--- config.mk ---
export PLATFORM = sky130hd
export DESIGN_NAME = mdu_iter
export DESIGN_NICKNAME = d
export VERILOG_FILES = /design/src/rtl/mdu_iter_pkg.sv /design/src/rtl/mdu_div_core.sv /design/src/rtl/mdu_iter.sv
export SDC_FILE = /design/constraint.sdc
export NUM_CORES = 2
export LEC_CHECK = 0
export ABC_AREA = 1
export CELL_PAD_IN_SITES_DETAIL_PLACEMENT = 0
export CELL_PAD_IN_SITES_GLOBAL_PLACEMENT = 2
export CORE_MARGIN = 2
export CORE_UTILIZATION = 40
export DETAILED_ROUTE_END_ITERATION = 8
export DONT_BUFFER_PORTS = 1
export HOLD_SLACK_MARGIN = 0.12
export PLACE_DENSITY_LB_ADDON = 0.1
export SETUP_SLACK_MARGIN = 0.1
export SYNTH_ARGS = -nofsm -noshare
export SYNTH_HDL_FRONTEND = slang
export SYNTH_SLANG_ARGS = --single-unit
export TNS_END_PERCENT = 5
--- constraint.sdc ---
create_clock -name clk -period 11.8 [get_ports clk]
set_input_delay 2.36 -clock clk [delete_from_list [all_inputs] [get_ports clk]]
set_output_delay 2.36 -clock clk [all_outputs]
set_load 0.05 [all_outputs]
--- src/rtl/mdu_iter_pkg.sv ---
// Shared constants and helpers for the iterative multiply/divide unit.
// Op encodings are driven by the EX-stage decoder.
package mdu_iter_pkg;

    localparam logic [3:0] MDU_MULT  = 4'd0;
    localparam logic [3:0] MDU_MULTU = 4'd1;
    localparam logic [3:0] MDU_DIV   = 4'd2;
    localparam logic [3:0] MDU_DIVU  = 4'd3;
    localparam logic [3:0] MDU_MADD  = 4'd4;
    localparam logic [3:0] MDU_MADDU = 4'd5;
    localparam logic [3:0] MDU_MSUB  = 4'd6;
    localparam logic [3:0] MDU_MSUBU = 4'd7;
    localparam logic [3:0] MDU_MTHI  = 4'd8;
    localparam logic [3:0] MDU_MTLO  = 4'd9;
    localparam logic [3:0] MDU_MFHI  = 4'd10;
    localparam logic [3:0] MDU_MFLO  = 4'd11;

    typedef enum logic [1:0] {
        ST_IDLE,
        ST_MUL_WAIT,
        ST_DIV_RUN,
        ST_DIV_FIX
    } mdu_state_e;

    function automatic logic is_mul_op(input logic [3:0] op);
        return (op == MDU_MULT)  || (op == MDU_MULTU) ||
               (op == MDU_MADD)  || (op == MDU_MADDU) ||
               (op == MDU_MSUB)  || (op == MDU_MSUBU);
    endfunction

    function automatic logic is_div_op(input logic [3:0] op);
        return (op == MDU_DIV) || (op == MDU_DIVU);
    endfunction

    function automatic logic mul_signed(input logic [3:0] op);
        return (op == MDU_MULT) || (op == MDU_MADD) ||
               (op == MDU_MSUB);
    endfunction

endpackage

--- src/rtl/mdu_div_core.sv ---
// Radix-2 restoring divider datapath: one quotient bit per step.
// Operands are unsigned magnitudes; sign fix-up lives in mdu_iter.
module mdu_div_core
    import mdu_iter_pkg::*;
#(
    parameter int WIDTH = 32
) (
    input  logic             clk,
    input  logic             reset,
    input  logic             load,
    input  logic             step,
    input  logic [WIDTH-1:0] dividend,
    input  logic [WIDTH-1:0] divisor,
    output logic [WIDTH-1:0] quotient,
    output logic [WIDTH-1:0] remainder
);

    logic [WIDTH-1:0] rem_q, rem_d;
    logic [WIDTH-1:0] quo_q, quo_d;
    logic [WIDTH-1:0] dvs_q, dvs_d;
    logic [WIDTH:0]   shifted;
    logic [WIDTH-1:0] diff;
    logic             ge;

    // The quotient register doubles as the dividend shift-out register.
    always_comb begin
        shifted = {rem_q, quo_q[WIDTH-1]};
        ge      = (shifted >= {1'b0, dvs_q});
        diff    = shifted[WIDTH-1:0] - dvs_q;
        rem_d   = rem_q;
        quo_d   = quo_q;
        dvs_d   = dvs_q;
        if (load) begin
            rem_d = '0;
            quo_d = dividend;
            dvs_d = divisor;
        end else if (step) begin
            rem_d = ge ? diff : shifted[WIDTH-1:0];
            quo_d = {quo_q[WIDTH-2:0], ge};
        end
    end

    always_ff @(posedge clk) begin
        if (reset) begin
            rem_q <= '0;
            quo_q <= '0;
            dvs_q <= '0;
        end else begin
            rem_q <= rem_d;
            quo_q <= quo_d;
            dvs_q <= dvs_d;
        end
    end

    assign quotient  = quo_q;
    assign remainder = rem_q;

endmodule

--- src/rtl/mdu_iter.sv ---
// EX-stage multiply/divide unit owning HI/LO: delayed multiply,
// iterative restoring divide, cancel on flush, done pulse on write.
module mdu_iter
    import mdu_iter_pkg::*;
#(
    parameter int WIDTH   = 32,
    parameter int MUL_LAT = 5
) (
    input  logic             clk,
    input  logic             reset,
    input  logic             start,
    input  logic             cancel,
    input  logic [3:0]       op,
    input  logic [WIDTH-1:0] rs,
    input  logic [WIDTH-1:0] rt,
    output logic             busy,
    output logic             done,
    output logic [WIDTH-1:0] rd_data
);

    localparam int CNT_MAX = (WIDTH > MUL_LAT) ? WIDTH : MUL_LAT;
    localparam int CNT_W   = $clog2(CNT_MAX + 1);

    mdu_state_e         state_q, state_d;
    logic [CNT_W-1:0]   cnt_q, cnt_d;
    logic [WIDTH-1:0]   hi_q, hi_d;
    logic [WIDTH-1:0]   lo_q, lo_d;
    logic [2*WIDTH-1:0] prod_q, prod_d;
    logic [3:0]         op_q, op_d;
    logic               qneg_q, qneg_d;
    logic               rneg_q, rneg_d;
    logic               dz_q, dz_d;
    logic               done_q, done_d;

    logic [2*WIDTH-1:0] a_ext, b_ext, product;
    logic [2*WIDTH-1:0] mul_res;
    logic               div_sgn;
    logic [WIDTH-1:0]   a_abs, b_abs;
    logic               div_load, div_step;
    logic [WIDTH-1:0]   quotient, remainder;

    always_comb begin
        a_ext = mul_signed(op) ? {{WIDTH{rs[WIDTH-1]}}, rs}
                               : {{WIDTH{1'b0}}, rs};
        b_ext = mul_signed(op) ? {{WIDTH{rt[WIDTH-1]}}, rt}
                               : {{WIDTH{1'b0}}, rt};
        product = a_ext * b_ext;
        div_sgn = (op == MDU_DIV);
        a_abs   = (div_sgn && rs[WIDTH-1]) ? -rs : rs;
        b_abs   = (div_sgn && rt[WIDTH-1]) ? -rt : rt;
    end

    always_comb begin
        mul_res = prod_q;
        if ((op_q == MDU_MADD) || (op_q == MDU_MADDU))
            mul_res = {hi_q, lo_q} + prod_q;
        else if ((op_q == MDU_MSUB) || (op_q == MDU_MSUBU))
            mul_res = {hi_q, lo_q} - prod_q;
    end

    mdu_div_core #(
        .WIDTH(WIDTH)
    ) u_div (
        .clk      (clk),
        .reset    (reset),
        .load     (div_load),
        .step     (div_step),
        .dividend (a_abs),
        .divisor  (b_abs),
        .quotient (quotient),
        .remainder(remainder)
    );

    always_comb begin
        state_d  = state_q;
        cnt_d    = cnt_q;
        hi_d     = hi_q;
        lo_d     = lo_q;
        prod_d   = prod_q;
        op_d     = op_q;
        qneg_d   = qneg_q;
        rneg_d   = rneg_q;
        dz_d     = dz_q;
        done_d   = 1'b0;
        div_load = 1'b0;
        div_step = 1'b0;
        unique case (state_q)
            ST_IDLE: begin
                if (start) begin
                    unique case (1'b1)
                        (op == MDU_MTHI): hi_d = rs;
                        (op == MDU_MTLO): lo_d = rs;
                        is_mul_op(op): begin
                            prod_d  = product;
                            op_d    = op;
                            cnt_d   = CNT_W'(MUL_LAT);
                            state_d = ST_MUL_WAIT;
                        end
                        is_div_op(op): begin
                            div_load = 1'b1;
                            op_d     = op;
                            qneg_d   = div_sgn &&
                                       (rs[WIDTH-1] ^ rt[WIDTH-1]);
                            rneg_d   = div_sgn && rs[WIDTH-1];
                            dz_d     = (rt == '0);
                            cnt_d    = CNT_W'(WIDTH);
                            state_d  = ST_DIV_RUN;
                        end
                        default: ;
                    endcase
                end
            end
            ST_MUL_WAIT: begin
                cnt_d = cnt_q - CNT_W'(1);
                if (cnt_q == CNT_W'(1)) begin
                    {hi_d, lo_d} = mul_res;
                    done_d       = 1'b1;
                    state_d      = ST_IDLE;
                end
            end
            ST_DIV_RUN: begin
                div_step = 1'b1;
                cnt_d    = cnt_q - CNT_W'(1);
                if (cnt_q == CNT_W'(1))
                    state_d = ST_DIV_FIX;
            end
            ST_DIV_FIX: begin
                lo_d    = dz_q   ? '1 :
                          qneg_q ? -quotient : quotient;
                hi_d    = rneg_q ? -remainder : remainder;
                done_d  = 1'b1;
                state_d = ST_IDLE;
            end
            default: state_d = ST_IDLE;
        endcase
        // A flush beats both a same-cycle start and a completion.
        if (cancel) begin
            state_d  = ST_IDLE;
            hi_d     = hi_q;
            lo_d     = lo_q;
            prod_d   = prod_q;
            op_d     = op_q;
            qneg_d   = qneg_q;
            rneg_d   = rneg_q;
            dz_d     = dz_q;
            cnt_d    = cnt_q;
            done_d   = 1'b0;
            div_load = 1'b0;
            div_step = 1'b0;
        end
    end

    always_ff @(posedge clk) begin
        if (reset) begin
            state_q <= ST_IDLE;
            cnt_q   <= '0;
            hi_q    <= '0;
            lo_q    <= '0;
            prod_q  <= '0;
            op_q    <= '0;
            qneg_q  <= 1'b0;
            rneg_q  <= 1'b0;
            dz_q    <= 1'b0;
            done_q  <= 1'b0;
        end else begin
            state_q <= state_d;
            cnt_q   <= cnt_d;
            hi_q    <= hi_d;
            lo_q    <= lo_d;
            prod_q  <= prod_d;
            op_q    <= op_d;
            qneg_q  <= qneg_d;
            rneg_q  <= rneg_d;
            dz_q    <= dz_d;
            done_q  <= done_d;
        end
    end

    assign busy    = (state_q != ST_IDLE);
    assign done    = done_q;
    assign rd_data = (op == MDU_MFHI) ? hi_q :
                     (op == MDU_MFLO) ? lo_q : '0;

endmodule

==> run summary <==
Adder and majority gate portion of the synthesized area - 44.86%
TritonCTS Sinks - 239
1st-iter DRT viols - 5765
Worst r2r dst - hi_q[4]
Syn_nets - 12775
Most common flop cell mapped by yosys - dfxtp_1
Final net count - 12440
Area fraction in compound gates after synthesis - 10.14%
Post-synth EDFFs - 0
Synth Area in Simple Gates - 20.69%
CP Max Fanout - 16
Clk_skew - 0.06604 ns
Number of H-tree levels - 1
I/O Buffers - 0
Hold Path Origin - u_div.dvs_q[24]
Die area - 195700 µm²
Largest family of logic cells by synthesized area - adder cells
Most frequent cells in the layout - inv_1, nand2_1, fa_1
Least-Margin Pin Slew - 1.256 ns
Crit path DAT - 11.53 ns
Clk_lat worst skew - 0.65 ns
Avg Synthesized Cell Area - 7.118 µm²
Post_cts resized - 0
Post-synthesis mux area share - 0%
Yosys reg bits - 239
Seq/Total Area, Yosys - 6.224%
Syn Std Cell Area - 76870 µm²
Core footprint - 190600 µm²
First-pass GRT wire length - 499000 µm
Xor/xnor share of the synthesized area - 1.515%
Status - complete, no violations
Min-delay worst type - reg -> reg
Vias per cell - 5.335
GRT overflow - 0
Top cell type's share of synthesized area - 37.03%
Worst EP required - 12.28 ns
CP Launch Type - input pin
CTS buffer count - 28
Max cap viols - 0
Setup Viol. Count Final - 0
Crit path time final - 11.05 ns
Mapped Cells - 10800
Drt first pass iters - 6
Antenna violations before repair - 13
CTS Hold Bufs - 0
Period utilisation layout - 93.69%
Setup TNS - 0 ns
Synth top area cells - fa_1, inv_1, nand2_1
Synth Warn # - 0
Die width - 442.4 µm
Total number of vias - 69364
Worst reg2reg path depth - 13
Post-CTS setup buffers - 0
Crit-path slowest cell - fa_1
Fin. max-slew vios - 0
GP Congestion - 1.019
FFs w/ async S/R, synth - 0%
Worst Setup Path Type - in -> reg
FF-to-FF Start - state_q[1]
TritonCTS clock tree - yes
DP HPWL - 284100 µm
Hold EP - u_div.dvs_q[24]
Clock root buffer - clkbuf_16
Clock tree buffer depth - 3
Initial Util - 40.34%
Routed Antenna Nets - 0
Synth cell types - 72
Pin count of the biggest net entering global routing - 95
Row cnt - 160
DRC - 0
CP max stage delay - 0.60 ns
Die height - 442.4 µm
Unrepaired setup endpoints after global routing - false
Routed WL - 342700 µm
Hold depth - 2
R2R Setup Slk - 7.03 ns
Slew headroom - 15.70%
P&R area growth vs syn - 3.761%
Most common cell after layout, fill and taps aside - inv_1
Wire length per cell - 26.36 µm
CTS clk-pin slew, worst paths - 0.07 ns
Final hold vios - 0
Layout cells sized above 1 - 3.404%
Fmax - 0.09046 GHz
IO Pins - 106
Post-synth top area cell - fa_1
CP Capture Type - flop
Total GRT Usage - 34.84%
Vias in the first global route - 72037
cells by family (layout without fill, tap and decap cells):
| group | count (synthesis) | count (layout) |
|---|---|---|
| AO/OA/AOI/OAI | 1413 | 1413 |
| XOR/XNOR | 133 | 133 |
| adder cells (fa/ha/maj) | 1903 | 1903 |
| buffers and inverters | 3321 | 3008 |
| flip-flops | 239 | 239 |
| other | 0 | 3 |
| AND/OR/NAND/NOR | 3791 | 3791 |
critical path, delay by kind of cell:
family / cells / cell delay [ns]
fa+ha+maj: 11 / 4.98
simple gates: 8 / 1.47
compound gates: 5 / 1.11
buf+inv: 10 / 1.60
registers in the layout (all words and copies together), names as in the netlist:
register         count
cnt_q                6
done                 1
dz_q                 1
hi_q                32
lo_q                32
op_q                 3
prod_q              64
qneg_q               1
rneg_q               1
state_q              2
u_div.dvs_q         32
u_div.quotient      32
u_div.remainder     32
routing by layer:
| layer | routed length [µm] | part of all wire, % | track usage (%) | up-vias |
|---|---|---|---|---|
| li1 | - | - | - | 31447 |
| met4 | 19290 | 5.6 | 16.03 | 2 |
| met5 | 11 | 0.0032 | 0 | - |
| met2 | 158900 | 46 | 58.20 | 2437 |
| met3 | 21880 | 6.4 | 4.794 | 535 |
| met1 | 142500 | 42 | 44.68 | 34943 |
synth_stat cells (33+ instances only):
master / count
nand3_1: 499
buf_2: 68
nand2_2: 33
xor2_1: 93
nor2_1: 683
dfxtp_1: 239
inv_1: 2832
clkbuf_1: 276
a21oi_1: 632
nand4_1: 72
o21ai_0: 495
xnor2_1: 40
buf_1: 70
nand2_1: 2282
ha_1: 481
fa_1: 1422
nor3_1: 85
final cells by class:
cell class / instances / area [µm²]
Multi-Input combinational cell: 7240 / 59420
Sequential cell: 239 / 4785
Antenna cell: 3 / 7.507
Inverter: 2864 / 10750
Tap cell: 2511 / 3142
Clock buffer: 34 / 743.2
Fill cell: 20376 / 110800
Clock inverter: 18 / 210.2
Timing Repair Buffer: 92 / 703.2
how the worst max path moves through the flow:
stage                     slack [ns]          to  cells past startpoint   from
after floorplan                 0.77  prod_q[55]                     34  op[2]
final                           0.75  prod_q[54]                     34  op[2]
after global routing            0.38  prod_q[54]                     31  op[3]
after CTS                       0.77  prod_q[54]                     31  op[3]
after global placement          0.12  prod_q[62]                     35  op[2]
after detailed placement        0.15  prod_q[54]                     31  op[3]
through the flow:
step	utilization [%]	worst slack, ns	cells	hold WS [ns]	area, µm²
floorplan	-	0.7680	10800	0.4224	76870
global placement	41.35	0.1212	12946	0.4472	78800
detailed placement	41.35	0.1495	12946	0.4510	78800
CTS	41.85	0.7673	12998	0.4673	79760
global route	41.85	0.3770	13000	0.4918	79760
finish	41.85	0.7451	13001	0.4687	79760
Power is not shown: default switching activity piles up to over one toggle a cycle in this logic, so the estimate is an artifact.
